**src/rtl/cmp_arbiter.sv**
```systemverilog
`default_nettype none
// +--------------------------------------------------------------------------+
// | cmp_arbiter: round-robin sharing of one unsigned magnitude comparator.    |
// | Rev 1.0                                                                   |
// +--------------------------------------------------------------------------+
module cmp_arbiter #(
    parameter int N_REQ = 4,
    parameter int WIDTH = 8,
    localparam int ID_W = (N_REQ > 1) ? $clog2(N_REQ) : 1
) (
    input  logic                   clk,
    input  logic                   rst_n,
    input  logic [N_REQ-1:0]       req_valid,
    input  logic [N_REQ*WIDTH-1:0] req_a,
    input  logic [N_REQ*WIDTH-1:0] req_b,
    output logic [N_REQ-1:0]       req_ready,
    output logic                   rsp_valid,
    input  logic                   rsp_ready,
    output logic [ID_W-1:0]        rsp_id,
    output logic                   rsp_equal,
    output logic                   rsp_greater,
    output logic                   rsp_less
);

    typedef enum logic [1:0] {
        ST_IDLE = 2'd0,
        ST_EVAL = 2'd1,
        ST_RESP = 2'd2
    } state_t;

    state_t            r_state;
    logic [ID_W-1:0]   r_rr_ptr;
    logic [ID_W-1:0]   r_id;
    logic [WIDTH-1:0]  r_a;
    logic [WIDTH-1:0]  r_b;
    logic              r_rsp_valid;
    logic [ID_W-1:0]   r_rsp_id;
    logic              r_equal;
    logic              r_greater;
    logic              r_less;

    logic              w_found;
    logic [ID_W-1:0]   w_gnt_idx;
    logic [ID_W-1:0]   w_rr_next;
    logic              w_grant;
    logic [N_REQ-1:0]  w_req_ready;

    // Scan from the round-robin pointer upward, wrapping past N_REQ-1.
    always_comb begin
        w_found   = 1'b0;
        w_gnt_idx = '0;
        for (int k = 0; k < N_REQ; k++) begin
            int j;
            j = int'(r_rr_ptr) + k;
            if (j >= N_REQ) begin
                j = j - N_REQ;
            end
            if (!w_found && req_valid[j]) begin
                w_found   = 1'b1;
                w_gnt_idx = ID_W'(j);
            end
        end
    end

    assign w_grant   = (r_state == ST_IDLE) && w_found && rst_n;
    assign w_rr_next = (w_gnt_idx == ID_W'(N_REQ - 1)) ? '0 : w_gnt_idx + 1'b1;

    always_comb begin
        w_req_ready = '0;
        if (w_grant) begin
            w_req_ready[w_gnt_idx] = 1'b1;
        end
    end

    always_ff @(posedge clk or negedge rst_n) begin
        if (!rst_n) begin
            r_state     <= ST_IDLE;
            r_rr_ptr    <= '0;
            r_id        <= '0;
            r_a         <= '0;
            r_b         <= '0;
            r_rsp_valid <= 1'b0;
            r_rsp_id    <= '0;
            r_equal     <= 1'b0;
            r_greater   <= 1'b0;
            r_less      <= 1'b0;
        end else begin
            case (r_state)
                ST_IDLE: begin
                    if (w_grant) begin
                        r_a      <= req_a[w_gnt_idx*WIDTH +: WIDTH];
                        r_b      <= req_b[w_gnt_idx*WIDTH +: WIDTH];
                        r_id     <= w_gnt_idx;
                        r_rr_ptr <= w_rr_next;
                        r_state  <= ST_EVAL;
                    end
                end
                ST_EVAL: begin
                    r_equal     <= (r_a == r_b);
                    r_greater   <= (r_a > r_b);
                    r_less      <= (r_a < r_b);
                    r_rsp_id    <= r_id;
                    r_rsp_valid <= 1'b1;
                    r_state     <= ST_RESP;
                end
                ST_RESP: begin
                    if (rsp_ready) begin
                        r_rsp_valid <= 1'b0;
                        r_state     <= ST_IDLE;
                    end
                end
                default: begin
                    r_state <= ST_IDLE;
                end
            endcase
        end
    end

    assign req_ready   = w_req_ready;
    assign rsp_valid   = r_rsp_valid;
    assign rsp_id      = r_rsp_id;
    assign rsp_equal   = r_equal;
    assign rsp_greater = r_greater;
    assign rsp_less    = r_less;

endmodule
`default_nettype wire

```
**config.mk**
```make
export PLATFORM = sky130hd
export DESIGN_NAME = cmp_arbiter
export DESIGN_NICKNAME = d
export VERILOG_FILES = /design/src/rtl/cmp_arbiter.sv
export SDC_FILE = /design/constraint.sdc
export NUM_CORES = 1
export LEC_CHECK = 0
export ABC_AREA = 1
export BUFFER_PORTS_ARGS = -buffer_cell sky130_fd_sc_hd__buf_2
export CAP_MARGIN = 20
export CELL_PAD_IN_SITES_DETAIL_PLACEMENT = 1
export CELL_PAD_IN_SITES_GLOBAL_PLACEMENT = 2
export CORE_UTILIZATION = 23
export CTS_CLUSTER_DIAMETER = 80
export CTS_CLUSTER_SIZE = 16
export DETAILED_ROUTE_END_ITERATION = 7
export MAX_ROUTING_LAYER = met4
export PLACE_DENSITY_LB_ADDON = 0.1
export SYNTH_ARGS = -nofsm -noshare
export SYNTH_HDL_FRONTEND = slang
export SYNTH_SLANG_ARGS = --single-unit
```
**constraint.sdc**
```tcl
create_clock -name clk -period 2.02 [get_ports clk]
set_clock_uncertainty 0.05 [all_clocks]
set_input_delay 0.404 -clock clk [delete_from_list [all_inputs] [get_ports clk]]
set_output_delay 0.404 -clock clk [all_outputs]
set_load 0.005 [all_outputs]
```
# Word-level counts from Yosys, hierarchy flattened
# Index checks and enable logic that the tools add are counted.
[totals]
output_inout_bits = 10
word_cells = 85
in_bits = 71
register_bits = 28
[classes]
addsub = 8
mux = 33
order_cmp = 12
n_reduce_logical = 14
eq_ne = 6
shifts = 2
[op_table]
columns = ["cell", "count"]
rows = [
  ["< comparator 32 x 4 -> 1 bit, second input constant", 4],
  ["2-to-1 mux 32 bit", 4],
  ["variable part select 32 x 6 -> 8 bit", 2],
  ["2-to-1 mux 1 bit", 14],
  ["2-to-1 mux 2 bit", 7],
  ["subtractor 3 x 3 -> 4 bit, second input constant", 3],
  [">= comparator 3 bit, second input constant", 3],
  ["binary-select mux 1 bit (select 2 bit)", 4],
  ["equality test 8 bit", 1],
  ["greater-than comparator 8 bit", 1],
  ["< comparator 8 bit", 1],
  ["adder 2 x 2 -> 3 bit, second input constant", 2],
  ["logical AND 1 bit", 6],
  ["case mux 2 bit (3 select lines)", 1],
  ["AND reduction 2 bit", 3],
  ["equality test 2 bit, second input constant", 2],
  ["2-to-1 mux 4 bit", 1],
  ["!= test 2 bit, second input constant", 2],
  ["subtractor 2 x 3 -> 4 bit, second input constant", 1],
  ["adder 2 x 1 -> 3 bit, second input constant", 1],
  [">= comparator 2 x 3 -> 1 bit, second input constant", 1],
  ["zero test 1 bit", 3],
  ["< comparator 2 x 3 -> 1 bit, second input constant", 1],
  ["adder 2 x 1 -> 2 bit, second input constant", 1],
  ["6 further kinds", 6],
]

# Longest topological paths before layout
# Gate-level depths: netlist of run 1.
[depth]
word_depth = 20
depth_mapped = 16
ltp_nobuf = 14

# Worst setup path before layout of run 1
# OpenSTA, ideal clock, no wires.
[synth_timing]
kind = "register -> output"
start = "reg r_rr_ptr[0]"
end = "out req_ready[2]"
path_stages_with_launch = 15
n_path_buf = 2
arrival_time_ps = 1699
t_required_ps = 1566
slack_ps = -133
path_cell_list = "dfrtp_1 buf_4 inv_6 nand2_1 nand3_1 nand2_2 nor2_4 nand3_1 nand3_2 nand2_4 inv_4 buf_4 ha_1 inv_1 nor2_1"
[synth_via]
elab_chain_len = 20
elab_cells_between_ends = 49
classes_between = "add/sub (7); order compare (6); mux (27); reduce/logical (9)"
[synth_lines]
columns = ["element", "line", "text"]
rows = [
  ["from (decl)", "32", "logic [ID_W-1:0] r_rr_ptr;"],
  ["from (signal assigned)", "94", "r_rr_ptr <= w_rr_next;"],
  ["branches (longest 14 deep; another with subtractor 3 x 3 -> 4 bit)", "n/a", ""],
  ["2-to-1 mux 2 bit (*)", "58", "if (!w_found && req_valid[j]) begin"],
  ["via w_gnt_idx[1]", "43", "logic [ID_W-1:0] w_gnt_idx;"],
  ["< comparator 2 x 3 -> 1 bit (implied by the code) / >= comparator 2 x 1 -> 1 bit (equally long branches)", "71", "w_req_ready[w_gnt_idx] = 1'b1;"],
  ["logical AND 1 bit (implied by the code)", "71", ""],
  ["2-to-1 mux 1 bit (implied by the code)", "71", ""],
  ["demux 1 bit (select 2 bit) (*)", "71", ""],
  ["2-to-1 mux 4 bit (*)", "70", "if (w_grant) begin"],
  ["to (decl)", "16", "output logic [N_REQ-1:0] req_ready,"],
]
# Mark *: on every way through the listed nets, which the timed path passes. The select of a mux whose other input is x is not followed.

# Worst setup path after layout of run 1
[layout_timing]
start = "reg r_rr_ptr[0]"
end = "out req_ready[0]"
[layout_via]
elab_chain_len = 20
elab_cells_between_ends = 49
classes_between = "add/sub (7); order compare (6); mux (27); reduce/logical (9)"
[layout_lines]
columns = ["element", "line"]
rows = [
  ["branches (longest 19 deep; another with subtractor 3 x 3 -> 4 bit)", "n/a"],
  ["2-to-1 mux 4 bit (*)", "70"],
]
# Mark *: on every way between the ends. The select of a mux whose other input is x is not followed.

==> results.md, run 1 <==
* GRT Total Usage at 0.168
* Per-cell routed wire length at 13.8 um
* Crit path cell chain: buf_6 -> nand2_2 -> nand2_2 -> nand2_2 -> nand2_2 -> nor2_4 -> nand3_2 -> nand3_2 -> nand2_4 -> buf_6 -> ha_4 -> inv_2 -> nor2_2 -> buf_2
* Residual DRC at 0
* Starting DRT DRC Count at 77
* Root Buffer: clkbuf_8
* Reg clk slew, reported paths at 0.10 ns
* Reg power frac at 0.148
* P_leak at 2.02 nW
* Synth Net Count at 487
* Worst EP arrival at 2.09 ns
* Die W at 106 um
* Number of H-tree levels at 1
* Yosys top cell area share at 0.284
* Critical Path Start Type: register
* Initial Utilization at 0.238
* Synthesized area per cell at 6.11 um^2
* Largest cells by area after synthesis: dfrtp_1 28%, nand2_1 22%, inv_1 13%, nand3_1 8.3%, nand4_1 8.1%
* Mapped cell area at 2470 um^2
* Seq/Total Area, Yosys at 0.284
* Final Max Tran Viols at 0
* Largest stage delay on the critical path at 0.49 ns
* Switching Fraction at 0.546
* Clock sinks at 28
* Setup TNS at -4.08 ns
* Vias in the first global route at 3,025
* Largest net degree at the start of global routing at 32
* Num CTS Buffers at 3
* Port bufs at 80
* Antenna-violating nets left at 0
* CTS tree: done
* Final core occ at 0.324
* Most instantiated cells after synthesis: 145 x nand2_1, 86 x inv_1, 41 x nand3_1
* Maximum vdd drop at 0.000928 V
* Final Cell Area at 3360 um^2
* NetSw at 3.69 mW
* Synth Warn # at 0
* Slew headroom at 0.728
* Core Region at 10,400 um^2
* Failing checks: negative setup slack
* FP Rows at 37
* Post-synth EDFFs at 0
* Power Internal at 3.07 mW
* Seq cells post-synth at 28
* Most Frequent Cell on Critical Path: nand2_2
* Min-delay worst type: input pin to async pin
* Routability cong. at 0.799
* CTS max path bufs at 2
* Top FF cell, synth: dfrtp_1
* Crit path time final at 2.54 ns
* Share of post-route cells with drive strength above 1 at 0.312
* Finish-stage setup viols at 22
* DP HPWL at 6350 um
* Num ports at 81
* Netlist cell types at 24
* Most common cell in the netlist: nand2_1
* Fmax at 0.393 GHz
* TritonRoute pass-1 iters at 3
* Pre-CTS setup slack at -0.329 ns
* Die area at 11,200 um^2
* Fin Hold WS at 0.0837 ns
* RSZ-0062 raised after global routing: true
* Die Height at 106 um
* Hold-fix buffers, CTS at 0
* Synth async-reset ratio at 1.00
* WS Path Type: register to output pin
* Final hold vios at 0
* Total Power at 6.76 mW
* PwrDens at 2010 nW/um^2
* Placed cells at 620
* Area Growth Syn to Fin at 36.2%
* Synth Instances at 404
* Max-cap violations at 0
* Antenna violations before repair at 0
* Slew of the pin with the lowest slew margin at 0.408 ns
* Area after DPL at 3090 um^2
* Final setup margin at -0.522 ns
* Slowest CP cell: dfrtp_2
* Post-synthesis cell type with the largest combined area: dfrtp_1
* Vias at 2,782
* WP data required at 1.57 ns
* Final worst path period share at 1.26
* DRT Wirelength at 8660 um
* Layout Cells excl Fill at 630
* First-pass GRT wire length at 14,600 um
* Antenna cell count at 0
* Outcome: complete, but fails checks
* Nature of the critical path endpoint: output pin
* Critical Path Fanout Max at 6
* Clock network fraction of total power at 0.055
* Comb pwr share at 0.798
* Gr ovfl total at 0
* Routed vias/inst at 4.42
* Clk_lat worst skew at 0.28 ns
* Layout Nets at 578
## registers in the layout (all words and copies together), names as in the netlist
signal,cells
r_id,2
r_rr_ptr,2
rsp_less,1
r_state,2
r_a,8
rsp_valid,1
rsp_id,2
rsp_equal,1
rsp_greater,1
r_b,8
## area by class of cell
| cell class | count | area [um^2] |
|---|---|---|
| fillers | 1381 | 7010 |
| clock buffers | 4 | 55.1 |
| inverters | 92 | 358 |
| well taps | 136 | 170 |
| multi-input cells | 265 | 1450 |
| flip-flops and latches | 28 | 702 |
| repair buffers | 105 | 626 |
## power by group through the flow
stage	clock (mW)	sequential, mW	combinational (mW)
floorplan	0	0.966	3.27
global placement	0	1.01	4.62
detailed placement	0	1.01	4.67
CTS	0.389	0.999	5.14
global route	0.400	1.03	6.10
finish	0.369	0.999	5.39
## logic make-up after synthesis
| logic type | count (synthesis) | synth area share |
|---|---|---|
| AO/OA/AOI/OAI | 16 | 0.0365 |
| adder cells (fa/ha/maj) | 12 | 0.0608 |
| buffers and inverters | 111 | 0.186 |
| flip-flops | 28 | 0.284 |
| AND/OR/NAND/NOR | 237 | 0.433 |
## routing by layer
layer  share of wire  global-route usage  vias to the layer above  routed length (um)
met4           0.012              0.0437                        0                 105
met1            0.47               0.200                     1295                4110
met3           0.021              0.0130                        6                 185
met5               0                   -                        -                   0
li1                -                   -                     1427                   -
met2            0.49               0.306                       54                4260
## placed cells by master, fill, tap and decap left out
master,instances
clkinv_1,1
o21ai_1,2
clkbuf_8,4
o211ai_1,2
ha_4,4
inv_4,1
nor2_2,3
nor3b_1,1
inv_6,2
nor2_4,2
nand3_1,37
buf_4,17
inv_1,81
ha_1,8
buf_2,80
nand2_2,13
o21ai_0,6
nand3_2,6
nand2_1,132
dfrtp_2,1
o21bai_1,2
nand4_1,32
nand3_4,1
nand2_4,5
buf_8,2
dfrtp_1,27
inv_2,7
buf_6,6
a21oi_1,4
nor2_1,5
## timing repair
item,CTS,global route
hold endpoints to repair,0,0
endpoints found under the setup margin,25,24
pin swaps,15,11
resized for setup,36,17
setup buffers,8,5
## worst max-delay path, delay by kind of cell, from the launching register on
family / cells / cell delay (ns)
flops: 1 / 0.49
simple gates: 9 / 0.69
fa+ha+maj: 1 / 0.15
buf+inv: 4 / 0.46
## path summary, 6_finish.rpt
check,slack (ns),from,endpoint,cells past startpoint
min in group clk,0.28,rsp_ready,r_state[1],2
worst max register to register,-0.17,r_rr_ptr[0],r_a[6],16
worst min-delay path,0.08,rst_n,rsp_greater,2
max in group asynchronous,1.52,rst_n,r_rr_ptr[0],2
worst min register to register,0.44,rsp_id[0],rsp_id[0],2
worst max-delay path,-0.52,r_rr_ptr[0],req_ready[0],14
No activity file was read; power rests on OpenSTA's default activity.
==> run 2, diff against run 1 <==
--- a/config.mk
+++ b/config.mk
@@ -10,6 +10,7 @@
 export CAP_MARGIN = 20
 export CELL_PAD_IN_SITES_DETAIL_PLACEMENT = 1
 export CELL_PAD_IN_SITES_GLOBAL_PLACEMENT = 2
+export CORE_ASPECT_RATIO = 1.25
 export CORE_UTILIZATION = 23
 export CTS_CLUSTER_DIAMETER = 80
 export CTS_CLUSTER_SIZE = 16
==> results.md, run 2 (same netlist as run 1, synthesis figures left out) <==
* Outcome: complete, but fails checks
* Failing checks: negative setup slack
* Number of H-tree levels at 1 (unchanged)
* Regs by FF count: r_a: 8 flops, r_b: 8 flops
* Vias at 2,823 (+1.5%)
* Crit path time final at 2.53 ns (-0.00888 ns)
* GR Util met2 at 0.294 (-0.0123)
* Final setup margin at -0.513 ns (+0.00888 ns)
* Slew of the pin with the lowest slew margin at 0.633 ns (+0.225 ns)
* Largest stage delay on the critical path at 0.50 ns (about the same)
* Residual DRC at 0 (unchanged)
* RSZ-0062 raised after global routing: true
* Most Frequent Cell on Critical Path: nand2_2
* First-pass GRT wire length at 14,600 um (about the same)
* Antenna violations before repair at 0 (unchanged)
* WS Path Type: register to output pin
* Clk_lat worst skew at 0.26 ns (-0.02 ns)
* Nature of the critical path endpoint: output pin
* Layout Nets at 592 (+2.4%)
* Finish-stage setup viols at 25 (+14%)
* Min-delay worst type: input pin to async pin
* Layout Cells excl Fill at 637 (+1.1%)
* Met1 GRT Util at 0.203 (+0.00364)
* Antenna cell count at 0 (unchanged)
* Routed vias/inst at 4.43 (+0.36%)
* FILL cells at 1,356 (-1.8%)
* GRT Total Usage at 0.166 (-0.00165)
* PwrDens at 2100 nW/um^2 (+4.6%)
* Fin Hold WS at 0.104 ns (+0.0202 ns)
* Routability cong. at 0.817 (+2.3%)
* Reg clk slew, reported paths at 0.07 ns (-0.03 ns)
* Total Power at 7.73 mW (+14%)
* Final worst path period share at 1.25 (-0.00440)
* Fmax at 0.395 GHz (+0.35%)
* P_leak at 2.17 nW (+7.4%)
* Placed cells at 614 (-0.97%)
* Crit path cell chain: inv_6 -> nand2_2 -> nand2_2 -> nand2_2 -> nand2_2 -> nor2_4 -> nand3_2 -> nand3_2 -> nand2_4 -> buf_12 -> ha_4 -> inv_2 -> nor2_1 -> buf_2
* Slew headroom at 0.577 (-0.150)
* Port bufs at 80 (unchanged)
* DRT Wirelength at 8580 um (-0.98%)
* Setup TNS at -5.87 ns (-1.79 ns)
* Power Internal at 3.83 mW (+25%)
* Per-cell routed wire length at 13.5 um (-2.1%)
* Most frequent cells in the layout: 125 x nand2_1, 81 x inv_1, 80 x buf_2
* Met3 GRT Util at 0.0116 (-0.00136)
* FP Rows at 41 (+11%)
* Clock sinks at 28 (unchanged)
* Die Height at 118 um (+12%)
* Area Growth Syn to Fin at 49.0%
* Worst EP arrival at 2.08 ns (about the same)
* WP data required at 1.57 ns (about the same)
* Core Region at 10,300 um^2 (-1.1%)
* Num CTS Buffers at 3 (unchanged)
* Share of post-route cells with drive strength above 1 at 0.366 (+0.0544)
* Num ports at 81 (unchanged)
* Seq. cell area at 702 um^2 (unchanged)
* Critical Path Fanout Max at 7 (+1)
* Family with the most delay on the worst path: simple AND/OR/NAND/NOR gates
* CTS max path bufs at 2 (unchanged)
* Critical Path Start Type: register
* Maximum vdd drop at 0.000611 V (-34%)
* Largest net degree at the start of global routing at 31 (-3.1%)
* Area of the multi-input gates at 1530 um^2 (+5.1%)
* Slowest CP cell: dfrtp_2
* Hold-fix buffers, CTS at 0 (unchanged)
* Gr ovfl total at 0 (unchanged)
* Final hold vios at 0 (unchanged)
* Starting DRT DRC Count at 46 (-40%)
* NetSw at 3.90 mW (+5.8%)
* Die area at 11,200 um^2 (about the same)
* Vias in the first global route at 3,135 (+3.6%)
* Most common library cell in the layout ignoring fill and taps: nand2_1
* GR peak layer: met2
* Die W at 94.7 um (-10%)
* Comb pwr share at 0.792 (-0.006)
* Clock network fraction of total power at 0.078 (+0.023)
* Final core occ at 0.359 (+0.0342)
* TritonRoute pass-1 iters at 4 (+1)
* Final Max Tran Viols at 0 (unchanged)
* CTS tree: done
* Root Buffer: clkbuf_16
* Antenna-violating nets left at 0 (unchanged)
* Worst path bufs/invs at 4 (unchanged)
* Initial Utilization at 0.241 (+0.00256)
* Switching Fraction at 0.504 (-0.0413)
* DP HPWL at 6300 um (-0.70%)
* Reg power frac at 0.130 (-0.018)
* Max-cap violations at 0 (unchanged)
## run 2: cell count changes in the layout (fill, tap and decap cells not counted), moves of 3 or more
| cell | change |
|---|---|
| nand3_2 | +9 |
| clkbuf_16 | +4 |
| nand2_1 | -7 |
| nand3_1 | -10 |
| clkbuf_8 | -4 |
| nand2_2 | +9 |
| buf_12 | +6 |
| nand2_4 | -3 |
| buf_4 | +7 |
## run 2: per-layer routing
| metal | vias to the layer above | wire [um] |
|---|---|---|
| met2 | 56 | 4370 |
| met4 | 0 | 130 |
| met3 | 10 | 177 |
| met5 | - | 0 |
| met1 | 1306 | 3900 |
| li1 | 1451 | - |
## run 2: power by group through the flow
| stage | combinational, mW | clock, mW | sequential (mW) |
|---|---|---|---|
| 2_1_floorplan | 3.27 | 0 | 0.966 |
| 3_3_place_gp | 4.63 | 0 | 1.01 |
| 3_5_place_dp | 4.67 | 0 | 1.02 |
| 4_1_cts | 5.62 | 0.615 | 1.01 |
| 5_1_grt | 6.85 | 0.643 | 1.05 |
| 6_report | 6.13 | 0.600 | 1.01 |
## run 2: what timing repair did
| action | 4_1_cts | 5_1_grt |
|---|---|---|
| gates cloned | 2 | 1 |
| pin swaps | 23 | 7 |
| setup buffers | 14 | 3 |
| resized for setup | 49 | 25 |
| setup endpoints to repair | 25 | 25 |
## run 2: per-stage QoR
stage,setup WS [ns],instance area (um^2)
after floorplan,-0.0375,2490
after global placement,-0.361,3100
after detailed placement,-0.399,3100
after CTS,-0.487,3530
after global routing,-0.610,3680
final,-0.513,3680
## run 2: cell type report
| type | instances | share of cell area |
|---|---|---|
| Sequential cell | 28 | 0.191 |
| Clock buffer | 3 | 0.0204 |
| Timing Repair Buffer | 118 | 0.224 |
| Multi-Input combinational cell | 265 | 0.415 |
| Clock inverter | 1 | 0.00816 |
| Tap cell | 129 | 0.0439 |
| Timing Repair inverter | 1 | 0.00102 |
| Inverter | 92 | 0.0966 |
## run 2: worst paths after layout
kind / from / endpoint / slack (ns) / cells past startpoint
worst max-delay path: r_rr_ptr[0] / req_ready[0] / -0.51 / 14
max in group asynchronous: rst_n / r_rr_ptr[0] / 1.53 / 2
worst min register to register: rsp_greater / rsp_greater / 0.43 / 2
min in group clk: rsp_ready / r_state[1] / 0.31 / 2
worst max register to register: r_rr_ptr[0] / r_a[6] / -0.27 / 16
worst min-delay path: rst_n / r_state[1] / 0.10 / 2
